File: src/rtl/fxp_enable_pkg.sv
// Shared definitions for the clock-enable rate monitor: state encoding and
// a saturating increment helper.
package fxp_enable_pkg;

  typedef enum logic [1:0] {
    SEEK    = 2'd0,
    ACQUIRE = 2'd1,
    LOCKED  = 2'd2
  } mon_state_e;

  // Increment v, clamping at the largest value representable in w bits.
  function automatic logic [31:0] sat_inc(input logic [31:0] v, input int unsigned w);
    logic [31:0] max_v;
    max_v = (w >= 32) ? 32'hFFFF_FFFF : ((32'd1 << w) - 32'd1);
    return (v >= max_v) ? max_v : v + 32'd1;
  endfunction

endpackage

File: src/rtl/enable_interval_counter.sv
// Phase counter for the rate monitor: counts en-cycles since the last accepted
// strobe and flags the first cycle on which the next strobe is overdue.
module enable_interval_counter
  import fxp_enable_pkg::*;
#(
  parameter int unsigned CntWidth       = 16,
  parameter int unsigned ExpectedFactor = 2
) (
  input  logic                clk,
  input  logic                rst,
  input  logic                en,
  input  logic                strobe,
  output logic [CntWidth-1:0] phase,
  output logic [CntWidth-1:0] interval,
  output logic                late_evt,
  output logic                late_pending
);

  localparam logic [CntWidth-1:0] LateAt = CntWidth'(ExpectedFactor - 1);

  logic [CntWidth-1:0] phase_q, phase_d;
  logic                late_q, late_d;

  assign interval     = CntWidth'(sat_inc(32'(phase_q), CntWidth));
  // Fires once per interval, on the en-cycle where the strobe should have come.
  assign late_evt     = en & ~strobe & (phase_q == LateAt) & ~late_q;
  assign late_pending = late_q;
  assign phase        = phase_q;

  always_comb begin
    phase_d = phase_q;
    late_d  = late_q;
    if (en) begin
      if (strobe) begin
        phase_d = '0;
        late_d  = 1'b0;
      end else begin
        phase_d = interval;
        if (late_evt) late_d = 1'b1;
      end
    end
  end

  always_ff @(posedge clk or negedge rst) begin
    if (!rst) begin
      phase_q <= '0;
      late_q  <= 1'b0;
    end else begin
      phase_q <= phase_d;
      late_q  <= late_d;
    end
  end

endmodule

File: src/rtl/enable_rate_monitor.sv
// Clock-enable rate monitor: measures the ce_in strobe period in en-cycles and
// locks after repeated matches. ENABLE_MONITOR_ERRCNT_EN adds err_count.
module enable_rate_monitor
  import fxp_enable_pkg::*;
#(
  parameter int unsigned ExpectedFactor = 2,
  parameter int unsigned LockCount      = 4,
  parameter int unsigned CntWidth       = 16
) (
  input  logic                clk,
  input  logic                rst,
  input  logic                en,
  input  logic                ce_in,
  output logic                locked,
  output logic [CntWidth-1:0] period,
  output logic                err_pulse,
  output logic [CntWidth-1:0] phase,
  output logic [1:0]          dbg_state
`ifdef ENABLE_MONITOR_ERRCNT_EN
  ,
  output logic [15:0]         err_count
`endif
);

  localparam int unsigned         MW      = $clog2(LockCount + 1);
  localparam logic [MW-1:0]       LockW   = MW'(LockCount);
  localparam logic [CntWidth-1:0] ExpectW = CntWidth'(ExpectedFactor);

  logic                strobe;
  logic [CntWidth-1:0] interval;
  logic                late_evt;
  logic                late_pending;

  mon_state_e          state_q, state_d;
  logic [MW-1:0]       mcnt_q, mcnt_d;
  logic [CntWidth-1:0] period_q, period_d;
  logic                err_q, err_d;
  logic                locked_q, locked_d;
  logic                match;

  assign strobe = en & ce_in;
  assign match  = (interval == ExpectW);

  enable_interval_counter #(
    .CntWidth       (CntWidth),
    .ExpectedFactor (ExpectedFactor)
  ) u_interval (
    .clk          (clk),
    .rst          (rst),
    .en           (en),
    .strobe       (strobe),
    .phase        (phase),
    .interval     (interval),
    .late_evt     (late_evt),
    .late_pending (late_pending)
  );

  always_comb begin
    state_d  = state_q;
    mcnt_d   = mcnt_q;
    period_d = period_q;
    err_d    = 1'b0;
    if (strobe) begin
      case (state_q)
        SEEK: state_d = ACQUIRE;
        ACQUIRE: begin
          period_d = interval;
          if (match) begin
            mcnt_d = mcnt_q + MW'(1);
            if (mcnt_d == LockW) state_d = LOCKED;
          end else begin
            mcnt_d = '0;
            // A late interval was already reported when it went overdue.
            err_d  = ~late_pending;
          end
        end
        LOCKED: begin
          period_d = interval;
          if (!match) begin
            mcnt_d  = '0;
            err_d   = ~late_pending;
            state_d = ACQUIRE;
          end
        end
        default: state_d = SEEK;
      endcase
    end else if (late_evt && state_q != SEEK) begin
      err_d  = 1'b1;
      mcnt_d = '0;
      if (state_q == LOCKED) state_d = ACQUIRE;
    end
    locked_d = (state_d == LOCKED);
  end

  always_ff @(posedge clk or negedge rst) begin
    if (!rst) begin
      state_q  <= SEEK;
      mcnt_q   <= '0;
      period_q <= '0;
      err_q    <= 1'b0;
      locked_q <= 1'b0;
    end else begin
      state_q  <= state_d;
      mcnt_q   <= mcnt_d;
      period_q <= period_d;
      err_q    <= err_d;
      locked_q <= locked_d;
    end
  end

  assign locked    = locked_q;
  assign period    = period_q;
  assign err_pulse = err_q;
  assign dbg_state = state_q;

`ifdef ENABLE_MONITOR_ERRCNT_EN
  logic [15:0] errcnt_q, errcnt_d;

  always_comb begin
    errcnt_d = errcnt_q;
    if (err_d) errcnt_d = 16'(sat_inc({16'd0, errcnt_q}, 16));
  end

  always_ff @(posedge clk or negedge rst) begin
    if (!rst) errcnt_q <= '0;
    else      errcnt_q <= errcnt_d;
  end

  assign err_count = errcnt_q;
`endif

endmodule

File: config.mk
export PLATFORM = sky130hd
export DESIGN_NAME = enable_rate_monitor
export DESIGN_NICKNAME = d
export VERILOG_FILES = /design/src/rtl/fxp_enable_pkg.sv /design/src/rtl/enable_interval_counter.sv /design/src/rtl/enable_rate_monitor.sv
export SDC_FILE = /design/constraint.sdc
export NUM_CORES = 1
export LEC_CHECK = 0
export CAP_MARGIN = 40
export CORE_ASPECT_RATIO = 1.75
export CORE_MARGIN = 1
export CORE_UTILIZATION = 26
export DETAILED_ROUTE_END_ITERATION = 12
export GPL_TIMING_DRIVEN = 0
export SYNTH_ARGS = -nofsm -noshare
export SYNTH_HDL_FRONTEND = slang
export SYNTH_SLANG_ARGS = --single-unit
File: constraint.sdc
create_clock -name clk -period 2.9 [get_ports clk]
set_clock_uncertainty 0.15 [all_clocks]
set_input_delay 0.725 -clock clk [delete_from_list [all_inputs] [get_ports clk]]
set_output_delay 0.725 -clock clk [all_outputs]
set_load 0.05 [all_outputs]
==> impl_metrics.tcl, run 1 <==
set metrics [dict create \
    outcome "finished, final reports clean" \
    hp-class "primary input to async pin" \
    worst_slew_pin_slew_ns 0.625 \
    clock_latency_ns 0.29 \
    utilization_pct 36.3 \
    rows 47 \
    grt_antenna_before_repair 0 \
    clkTransAtPathRegs_ns 0.06 \
    start_util_pct 26.9 \
    synth_area_mm2 0.00256 \
    drt_iter0_drc 168 \
    first_pass_iters 4 \
    drt-total-wl_um 7990 \
    grt_pass1_wl_um 12900 \
    area_growth_pct 34.8 \
    finalHoldViolCount 0 \
    cts_tree "built" \
    viasPerCell 5.19 \
    synth_flop_cell "dfrtp_1" \
    clock.fmax_ghz 0.358 \
    period_share_pct 96.4 \
    drcViolationCount 0 \
    io_buffers 39 \
    place_hpwl_um 6040 \
    globalplace.congestion 0.875 \
    drv_cap 0 \
    synth-seq-area-share_pct 39.0 \
    dp.cells 455 \
    grt_overflow_total 0 \
    nets 364 \
    fin_crit_ns 2.80 \
    ys_warn_count 0 \
    drv_slew 0 \
    cp-start-kind "flip-flop" \
    syn_nets 304 \
    grt_start_max_net_pins 23 \
    numCtsBuffers 5 \
    crit_required_ns 2.95 \
    vias 2463 \
    fp.dieW_um 77.1 \
    dieArea_mm2 0.0103 \
    diodes 0 \
    wl_per_cell_um 16.8 \
    layout_common_cells "dfrtp_1, clkdlybuf4s50_1, nand2_1" \
    root_buffer "clkbuf_16" \
    multi_input_area_mm2 0.00145 \
    ys_async_sr_fraction_pct 100 \
    end_kind "flip-flop" \
    fin_cells 475 \
    finalSetupViolCount 0 \
    max-vdd-ir-drop_mv 0.262 \
    cts_buffer_depth 2 \
    fillers 1012 \
    h-tree-depth 2 \
    crit_arrival_ns 2.84 \
    postSynthAreaPerCell_um2 8.78 \
    coreArea_mm2 0.00953 \
    criticalPathCategory "flip-flop to flip-flop" \
    slowest_stage "dfrtp_2" \
    crit_top_cell "buf_4" \
    holdBufCountCts 0 \
    crit_family "simple AND/OR/NAND/NOR gates" \
    grt_pass1_vias 2511 \
    p_leak_nw 1.42 \
    synth_cell_types 59 \
    maxSlewHeadroom_pct 58.0 \
    numClockSinks 40 \
    ys_ff_latch 40 \
    drive_gt1_share_pct 16.4 \
    synth_edf_count 0 \
    cp_max_fo 10 \
    io_pins 40 \
    cp_num_buf_inv 2 \
    critical_path.max_stage_delay_ns 0.46 \
    p_per_area_mw_per_mm2 565 \
    track_usage_pct 16.1 \
    ant_nets 0 \
    regArea_mm2 0.00100 \
    die_height_um 133 \
    worstPathCellList "ha_4 -> nand3_2 -> buf_4 -> nor4_4 -> mux2i_2 -> nand4_2 -> nor3_4 -> buf_4 -> nand4_1 -> o211ai_1" \
    synthCells 292 \
    fin_tns_setup_ns 0 \
]
==> cells in the mapped netlist (2+ instances only) <==
cell type / instances / area, um^2
a21oi_1: 24 / 120
dfrtp_1: 40 / 1000
buf_4: 2 / 15.0
nand3_1: 8 / 40.0
clkbuf_1: 15 / 56.3
nor4b_1: 2 / 17.5
inv_1: 10 / 37.5
ha_1: 8 / 100
nor3_1: 5 / 25.0
nor3b_1: 2 / 15.0
nor4_1: 10 / 62.6
and3_1: 2 / 12.5
a31o_2: 4 / 35.0
buf_6: 2 / 22.5
o21bai_1: 2 / 15.0
o21ai_0: 20 / 100
mux2_2: 2 / 22.5
or3_1: 4 / 25.0
nor2b_1: 2 / 12.5
xor2_1: 3 / 26.3
nor2_1: 23 / 86.3
a31oi_1: 2 / 12.5
and4_1: 3 / 26.3
nand2b_1: 4 / 25.0
a21o_1: 7 / 52.6
a22oi_1: 2 / 15.0
a41oi_1: 2 / 17.5
o22ai_1: 6 / 37.5
nand4_1: 8 / 50.1
xnor2_1: 6 / 52.6
buf_2: 6 / 30.0
nand2_1: 28 / 105
mux2i_1: 2 / 20.0
==> power breakdown <==
| group | switching (W) | internal (W) |
|---|---|---|
| sequential | 0.0000589 | 0.000626 |
| combinational | 0.000407 | 0.000241 |
| clock | 0.000217 | 0.000404 |
==> flip-flops by register name, indices dropped and copies added (netlist names) <==
register                 flops
u_interval.phase            16
err_pulse                    1
mcnt_q                       3
u_interval.late_pending      1
dbg_state                    2
period                      16
locked                       1
==> metrics by stage <==
stage	setup WS, ns	hold WS [ns]	power, W	cell area (um^2)
floorplan	0.140	0.279	0.00112	2570
global placement	-0.224	0.314	0.00130	3110
detailed placement	-0.193	0.322	0.00132	3140
CTS	0.0197	0.262	0.00195	3330
global route	-0.0183	0.281	0.00206	3460
finish	0.104	0.243	0.00195	3460
==> timing repair <==
action | CTS | global route
endpoints found under the setup margin | 7 | 16
buffers inserted | 2 | 11
resized for setup | 2 | 9
pin swaps | 1 | 5
==> layout make-up <==
cell class,count,area share (%)
Buffer,24,3.58
Clock buffer,6,3.73
Clock inverter,2,1.01
Inverter,10,1.09
Multi-Input combinational cell,217,41.8
Sequential cell,40,29.0
Tap cell,122,4.41
Timing Repair Buffer,54,15.3
==> logic make-up after synthesis <==
logic type | after synthesis | synth area share, %
simple gates | 111 | 23.9
compound gates | 85 | 22.2
flops | 40 | 39.0
buf+inv | 35 | 6.29
xor+xnor | 9 | 3.07
fa+ha+maj | 8 | 3.90
mux | 4 | 1.66
==> worst paths after layout <==
check | start | to | cells after the start | slack, ns
setup / recovery | u_interval.phase[1] | mcnt_q[2] | 10 | 0.10
min in group clk | period[11] | period[11] | 2 | 0.33
setup reg to reg | u_interval.phase[1] | mcnt_q[2] | 10 | 0.10
hold reg to reg | period[11] | period[11] | 2 | 0.33
hold / removal | rst | period[1] | 1 | 0.24
max in group asynchronous | rst | u_interval.phase[0] | 2 | 1.88
==> per-layer routing <==
metal | track usage (%) | vias up | share of wire [%]
li1 | - | 1179 | -
met1 | 17.0 | 1193 | 38
met2 | 29.9 | 74 | 55
met3 | 2.74 | 17 | 3.4
met4 | 9.01 | 0 | 3.3
met5 | 0 | - | 0
Power figures use the tool's default switching activity.
==> run 2: changes to the inputs <==
--- a/config.mk
+++ b/config.mk
@@ -7,7 +7,6 @@
 export LEC_CHECK = 0
 export CAP_MARGIN = 40
 export CORE_ASPECT_RATIO = 1.75
-export CORE_MARGIN = 1
 export CORE_UTILIZATION = 26
 export DETAILED_ROUTE_END_ITERATION = 12
 export GPL_TIMING_DRIVEN = 0
==> results of run 2 <==
The final DEF is identical to that of run 1; final timing and power are the same.
